`src/rtl/audio_frame_sequencer_if.sv`:
```
// Bus bundle between the frame sequencer and its environment: buffer
// read port, frame-start controls, streamed sample handshake and status.
interface audio_frame_sequencer_if #(
    parameter int ADDR_W = 9,
    parameter int DATA_W = 24
);
    logic              i_enable;
    logic              i_buffer_ready;
    logic [ADDR_W-1:0] o_read_addr;
    logic [DATA_W-1:0] i_audio_sample;
    logic [DATA_W-1:0] o_sample_data;
    logic              o_sample_valid;
    logic              i_sample_ready;
    logic              o_sample_last;
    logic              o_busy;
    logic [7:0]        o_overrun_cnt;
    logic [15:0]       o_frame_cnt;

    // Sequencer side
    modport master (
        input  i_enable,
        input  i_buffer_ready,
        input  i_audio_sample,
        input  i_sample_ready,
        output o_read_addr,
        output o_sample_data,
        output o_sample_valid,
        output o_sample_last,
        output o_busy,
        output o_overrun_cnt,
        output o_frame_cnt
    );

    // Buffer / consumer / controller side
    modport slave (
        output i_enable,
        output i_buffer_ready,
        output i_audio_sample,
        output i_sample_ready,
        input  o_read_addr,
        input  o_sample_data,
        input  o_sample_valid,
        input  o_sample_last,
        input  o_busy,
        input  o_overrun_cnt,
        input  o_frame_cnt
    );
endinterface

```
`src/rtl/audio_frame_sequencer.sv`:
```
// Audio frame sequencer: on each "buffer complete" rising edge, reads
// FRAME_LEN samples out of the finished buffer half (fixed read latency)
// and streams them downstream with a valid/ready handshake. Frames that
// arrive while one is still streaming are dropped and counted, except
// one landing exactly on the final handshake, which chains seamlessly.
module audio_frame_sequencer #(
    parameter int ADDR_W    = 9,
    parameter int DATA_W    = 24,
    parameter int FRAME_LEN = 512,
    parameter int READ_LAT  = 1
) (
    input  logic                    clk,
    input  logic                    reset,
    audio_frame_sequencer_if.master bus
);

    localparam logic [ADDR_W-1:0] LAST_ADDR = ADDR_W'(FRAME_LEN - 1);
    localparam logic [1:0]        LAT_LOAD  = 2'(READ_LAT - 1);

    typedef enum logic [1:0] {
        IDLE,
        ISSUE,
        WAIT,
        PRESENT
    } state_t;

    state_t            state_reg;
    logic [ADDR_W-1:0] addr_reg;
    logic [1:0]        lat_reg;
    logic              ready_prev_reg;
    logic [DATA_W-1:0] data_reg;
    logic              valid_reg;
    logic              last_reg;
    logic              busy_reg;
    logic [7:0]        overrun_reg;
    logic [15:0]       frame_cnt_reg;

    logic rise;
    logic handshake;
    logic final_hs;
    logic drop;

    // Edge detect, handshake and overrun qualification
    assign rise      = bus.i_buffer_ready & ~ready_prev_reg;
    assign handshake = valid_reg & bus.i_sample_ready;
    assign final_hs  = handshake & (addr_reg == LAST_ADDR);
    // A new frame arriving mid-stream is lost, unless it coincides with
    // the final handshake (then it is either chained or, if disabled, ignored).
    assign drop      = rise & (state_reg != IDLE) & ~final_hs;

    assign bus.o_read_addr    = addr_reg;
    assign bus.o_sample_data  = data_reg;
    assign bus.o_sample_valid = valid_reg;
    assign bus.o_sample_last  = last_reg;
    assign bus.o_busy         = busy_reg;
    assign bus.o_overrun_cnt  = overrun_reg;
    assign bus.o_frame_cnt    = frame_cnt_reg;

    // Frame FSM with all outputs registered; address counter doubles as read address
    always_ff @(posedge clk or negedge reset) begin
        if (!reset) begin
            state_reg      <= IDLE;
            addr_reg       <= '0;
            lat_reg        <= '0;
            ready_prev_reg <= 1'b0;
            data_reg       <= '0;
            valid_reg      <= 1'b0;
            last_reg       <= 1'b0;
            busy_reg       <= 1'b0;
            overrun_reg    <= '0;
            frame_cnt_reg  <= '0;
        end else begin
            ready_prev_reg <= bus.i_buffer_ready;

            if (drop && (overrun_reg != 8'hFF)) begin
                overrun_reg <= overrun_reg + 8'd1;
            end

            case (state_reg)
                IDLE: begin
                    if (rise && bus.i_enable) begin
                        addr_reg  <= '0;
                        busy_reg  <= 1'b1;
                        state_reg <= ISSUE;
                    end
                end

                ISSUE: begin
                    lat_reg   <= LAT_LOAD;
                    state_reg <= WAIT;
                end

                WAIT: begin
                    if (lat_reg == 2'd0) begin
                        data_reg  <= bus.i_audio_sample;
                        valid_reg <= 1'b1;
                        last_reg  <= (addr_reg == LAST_ADDR);
                        state_reg <= PRESENT;
                    end else begin
                        lat_reg <= lat_reg - 2'd1;
                    end
                end

                PRESENT: begin
                    if (handshake) begin
                        valid_reg <= 1'b0;
                        last_reg  <= 1'b0;
                        if (addr_reg != LAST_ADDR) begin
                            addr_reg  <= addr_reg + ADDR_W'(1);
                            state_reg <= ISSUE;
                        end else begin
                            frame_cnt_reg <= frame_cnt_reg + 16'd1;
                            if (rise && bus.i_enable) begin
                                // Back-to-back frame: restart without leaving busy
                                addr_reg  <= '0;
                                state_reg <= ISSUE;
                            end else begin
                                busy_reg  <= 1'b0;
                                state_reg <= IDLE;
                            end
                        end
                    end
                end

                default: state_reg <= IDLE;
            endcase
        end
    end

endmodule

```
`src/flat_wrapper.sv`:
```
// flat-port wrapper written by rule: the top's interface ports become plain ports
module audio_frame_sequencer_flat 
#(
    parameter int ADDR_W    = 9,
    parameter int DATA_W    = 24,
    parameter int FRAME_LEN = 512,
    parameter int READ_LAT  = 1
)
  (clk, reset, bus_i_enable, bus_i_buffer_ready, bus_i_audio_sample, bus_i_sample_ready, bus_o_read_addr, bus_o_sample_data, bus_o_sample_valid, bus_o_sample_last, bus_o_busy, bus_o_overrun_cnt, bus_o_frame_cnt);
  audio_frame_sequencer_if #(.ADDR_W(ADDR_W), .DATA_W(DATA_W)) bus_i ();
  input  logic clk;
  input  logic reset;
  input wire logic [$bits(bus_i.i_enable)-1:0] bus_i_enable;
  input wire logic [$bits(bus_i.i_buffer_ready)-1:0] bus_i_buffer_ready;
  input wire logic [$bits(bus_i.i_audio_sample)-1:0] bus_i_audio_sample;
  input wire logic [$bits(bus_i.i_sample_ready)-1:0] bus_i_sample_ready;
  output wire logic [$bits(bus_i.o_read_addr)-1:0] bus_o_read_addr;
  output wire logic [$bits(bus_i.o_sample_data)-1:0] bus_o_sample_data;
  output wire logic [$bits(bus_i.o_sample_valid)-1:0] bus_o_sample_valid;
  output wire logic [$bits(bus_i.o_sample_last)-1:0] bus_o_sample_last;
  output wire logic [$bits(bus_i.o_busy)-1:0] bus_o_busy;
  output wire logic [$bits(bus_i.o_overrun_cnt)-1:0] bus_o_overrun_cnt;
  output wire logic [$bits(bus_i.o_frame_cnt)-1:0] bus_o_frame_cnt;
  assign bus_i.i_enable = bus_i_enable;
  assign bus_i.i_buffer_ready = bus_i_buffer_ready;
  assign bus_i.i_audio_sample = bus_i_audio_sample;
  assign bus_i.i_sample_ready = bus_i_sample_ready;
  assign bus_o_read_addr = bus_i.o_read_addr;
  assign bus_o_sample_data = bus_i.o_sample_data;
  assign bus_o_sample_valid = bus_i.o_sample_valid;
  assign bus_o_sample_last = bus_i.o_sample_last;
  assign bus_o_busy = bus_i.o_busy;
  assign bus_o_overrun_cnt = bus_i.o_overrun_cnt;
  assign bus_o_frame_cnt = bus_i.o_frame_cnt;
  audio_frame_sequencer #(.ADDR_W(ADDR_W), .DATA_W(DATA_W), .FRAME_LEN(FRAME_LEN), .READ_LAT(READ_LAT)) u_core (.clk(clk), .reset(reset), .bus(bus_i));
endmodule
```
`config.mk`:
```
export PLATFORM = sky130hd
export DESIGN_NAME = audio_frame_sequencer_flat
export DESIGN_NICKNAME = d
export VERILOG_FILES = /design/src/rtl/audio_frame_sequencer_if.sv /design/src/rtl/audio_frame_sequencer.sv /design/src/flat_wrapper.sv
export SDC_FILE = /design/constraint.sdc
export NUM_CORES = 1
export LEC_CHECK = 0
export CAP_MARGIN = 20
export CORE_ASPECT_RATIO = 2
export CORE_MARGIN = 3
export CORE_UTILIZATION = 45
export CTS_CLUSTER_SIZE = 10
export DETAILED_ROUTE_END_ITERATION = 10
export GPL_ROUTABILITY_DRIVEN = 0
export PLACE_DENSITY = 0.77
export SLEW_MARGIN = 20
export SYNTH_ARGS = -nofsm -noshare
export SYNTH_HDL_FRONTEND = slang
export SYNTH_SLANG_ARGS = --single-unit
```
`constraint.sdc`:
```
create_clock -name clk -period 2.7 [get_ports clk]
set_clock_uncertainty 0.1 [all_clocks]
set_input_delay 0.27 -clock clk [delete_from_list [all_inputs] [get_ports clk]]
set_output_delay 0.27 -clock clk [all_outputs]
set_load 0.01 [all_outputs]
```
==> results of run 1 <==
## stage by stage
| stage | hold WS (ns) | cell area (sq um) | power, mW | instances | setup slack, ns |
|---|---|---|---|---|---|
| finish | 0.3724 | 4324 | 4.262 | 446 | 0.2478 |
| global route | 0.3883 | 4324 | 4.515 | 446 | 0.04547 |
| CTS | 0.3591 | 4315 | 4.319 | 446 | 0.2389 |
| detailed placement | 0.2115 | 3990 | 3.088 | 430 | 0.2545 |
| global placement | 0.2114 | 3990 | 3.049 | 430 | 0.3380 |
| floorplan | -0.1256 | 2963 | 2.291 | 255 | 0.3763 |
## cell usage after synthesis (2+ instances only)
cell type  count  area, sq um
a31oi_1        2        12.51
nor3_1         6        30.03
nand2b_1       2        12.51
ha_1          10        125.1
clkbuf_1       3        11.26
xor2_1        10        87.58
nand4_1        6        37.54
o21ai_0        8        40.04
nor4_1         4        25.02
nand3_1       12        60.06
nor2_1        13        48.80
inv_1         12        45.04
dfrtp_1       65         1627
xnor2_1       16        140.1
a21oi_1       12        60.06
nand2_1       25        93.84
mux2_2        27        304.0
## path summary, 6_finish.rpt
path	startpoint	end	slack [ns]	cells after the start
worst max register to register	u_core.bus.o_read_addr[0]	u_core.bus.o_read_addr[7]	0.25	8
max in group asynchronous	reset	u_core.bus.o_sample_data[4]	1.85	3
worst max-delay path	u_core.bus.o_read_addr[0]	u_core.bus.o_read_addr[7]	0.25	8
worst min register to register	u_core.lat_reg[1]	u_core.lat_reg[1]	0.39	2
min in group asynchronous	reset	u_core.bus.o_sample_data[17]	0.38	3
worst min-delay path	bus_i_buffer_ready	u_core.ready_prev_reg	0.37	1
## per-layer routing
metal	up-vias	share of wire, %
met5	-	0
li1	1093	-
met3	16	4.2
met2	52	57
met1	1138	36
met4	0	2.4
## placed cells by master, fill, tap and decap left out, types with 4 or more instances in the layout
cell	synthesis	final
a21oi_1	12	12
ha_1	10	10
clkdlybuf4s50_1	0	87
inv_1	12	12
nor4_1	4	4
mux2_2	27	27
nor3_1	6	6
xor2_1	10	10
dfrtp_1	65	65
clkbuf_16	0	9
clkbuf_8	0	4
nand2_1	25	25
nand4_1	6	6
o21ai_0	8	8
nand3_1	12	12
xnor2_1	16	16
nor2_1	13	13
## critical path, cell delays in order, from the launching register on
cell	delay [ns]
dfrtp_1	0.43
ha_1	0.23
nand2_1	0.13
nor3_1	0.09
ha_1	0.24
nand4b_4	0.23
or2_4	0.30
or4b_1	0.46
a21oi_1	0.17
## logic make-up after synthesis
kind of cell | after synthesis
AOI/OAI and AO/OA | 30
muxes | 28
xor gates and xnor gates | 26
DFF | 65
buffers and inverters | 16
and+or+nand+nor | 80
adders and majority gates | 10
## repair_timing
item,in CTS,in global routing
endpoints found under the setup margin,0,2
resized for setup,0,1
hold endpoints to repair,65,0
hold buffers,1,0
## layout make-up
cell class	count	area, sq um
clock buffers	13	280.3
clock inverters	2	35.03
well taps	86	107.6
inverters	12	45.04
fillers	503	2037
multi-input cells	174	1281
flip-flops and latches	65	1627
repair buffers	94	948.4
## power groups by stage
stage	combinational [mW]	sequential, mW	clock, mW
finish	1.57	1.49	1.21
global route	1.71	1.53	1.27
CTS	1.60	1.49	1.23
detailed placement	1.58	1.50	0
global placement	1.56	1.49	0
floorplan	0.707	1.58	0
==> out/results.txt, run 1 <==
Synth Area in Simple Gates -> 14.48%
Worst Setup End Kind -> flop
Routed WL -> 6761 microns
final core occ -> 67.98%
M2 GR Usage -> 35.49%
unique cell type count in the Yosys netlist -> 39
Layout area overhead -> 45.95%
via count -> 2299
dpl hpwl -> 4929 microns
Num CTS Buffers -> 9
fin crit share -> 90.82%
Seq pwr share -> 34.9%
GR peak layer -> met2
synthesis-stage register bit count -> 65
final worst path period need -> 2.452 ns
EDFF count, synth -> 0
RSZ-0062 raised after global routing -> no
combinational power share -> 36.8%
Pleak -> 1.870 nW
met3 Usage GRT -> 5.112%
Post-route DRC -> 0
Crit Path Class -> reg2reg
CP max FO -> 7
CTS Sinks -> 65
share of layout cells above drive strength 1 -> 14.72%
# IOs -> 89
Chip Height -> 120.8 microns
Cells after Synth -> 255
Max Fclk -> 407.8 MHz
Setup violations, final -> 0
Compound-Gate Fraction of Synth Area -> 5.954%
Port Buf Inserts -> 88
number of global-route vias before repair -> 2468
first-pass GRT wire length -> 11650 microns
Core ar. -> 6361 sq um
yosys warns -> 0
Final Hold Vio Count -> 0
Seq/Total Area, Yosys -> 54.90%
Clock Tree Root -> clkbuf_16
drt wl/cell -> 15.16 microns
Post-synth top flop -> dfrtp_1
via density per instance -> 5.155
Mean Syn Cell Area -> 11.62 sq um
Antenna Nets Post-Route -> 0
clock-pin slew on the worst setup and hold paths -> 0.05 ns
width of the die -> 63.38 microns
Crit path arrival time -> 2.60 ns
total setup buffers inserted after CTS -> 0
Startpoint Class -> flop
Rows -> 41
Max-slew headroom -> 48.49%
starting density of the core -> 46.58%
Max IR drop VDD -> 0.6641 mV
max cap viols -> 0
Power Density -> 985.7 nW/um^2
Slew Viols, Final -> 0
clk buf depth -> 2
async set or reset register ratio after synthesis -> 100.0%
Antenna Cells -> 0
Total Neg Setup Slack -> 0 ns
Worst-Skew Late Latency -> 0.33 ns
Post-Synth Adder-Cell Area -> 4.223%
Die ar. -> 7653 sq um
post-synthesis mux area share -> 10.60%
main combinational cell family by area after synthesis -> simple AND/OR/NAND/NOR gates
GRT Overall Usage -> 19.58%
Sw Ratio -> 29.93%
Worst-Margin Slew -> 0.7629 ns
clock share of power -> 28.3%
P_int -> 2.987 mW
CTS tree -> built
cell area after synthesis -> 2963 sq um
Detailed Routing Iterations Pass 1 -> 4
max reg flops -> 24
largest net degree at the start of global routing -> 66
Req. time, crit path -> 2.85 ns
P_sw -> 1.276 mW
GR met1 Demand/Resource -> 20.32%
Post-Synth XOR/XNOR Area -> 7.686%
antenna violations before repair -> 0
Mapped Nets -> 294
H-tree levels -> 3
DRT iter0 DRCs -> 98
status -> finished clean
Overflow after GRT -> 0
Hold Path Class -> in2reg
nets@finish -> 395
No activity file was read; power rests on OpenSTA's default activity.
==> inputs of run 2 (changes only) <==
--- a/config.mk
+++ b/config.mk
@@ -5,7 +5,6 @@
 export SDC_FILE = /design/constraint.sdc
 export NUM_CORES = 1
 export LEC_CHECK = 0
-export CAP_MARGIN = 20
 export CORE_ASPECT_RATIO = 2
 export CORE_MARGIN = 3
 export CORE_UTILIZATION = 45
==> results of run 2 <==
Final layout, timing and power as in run 1 (identical DEF).
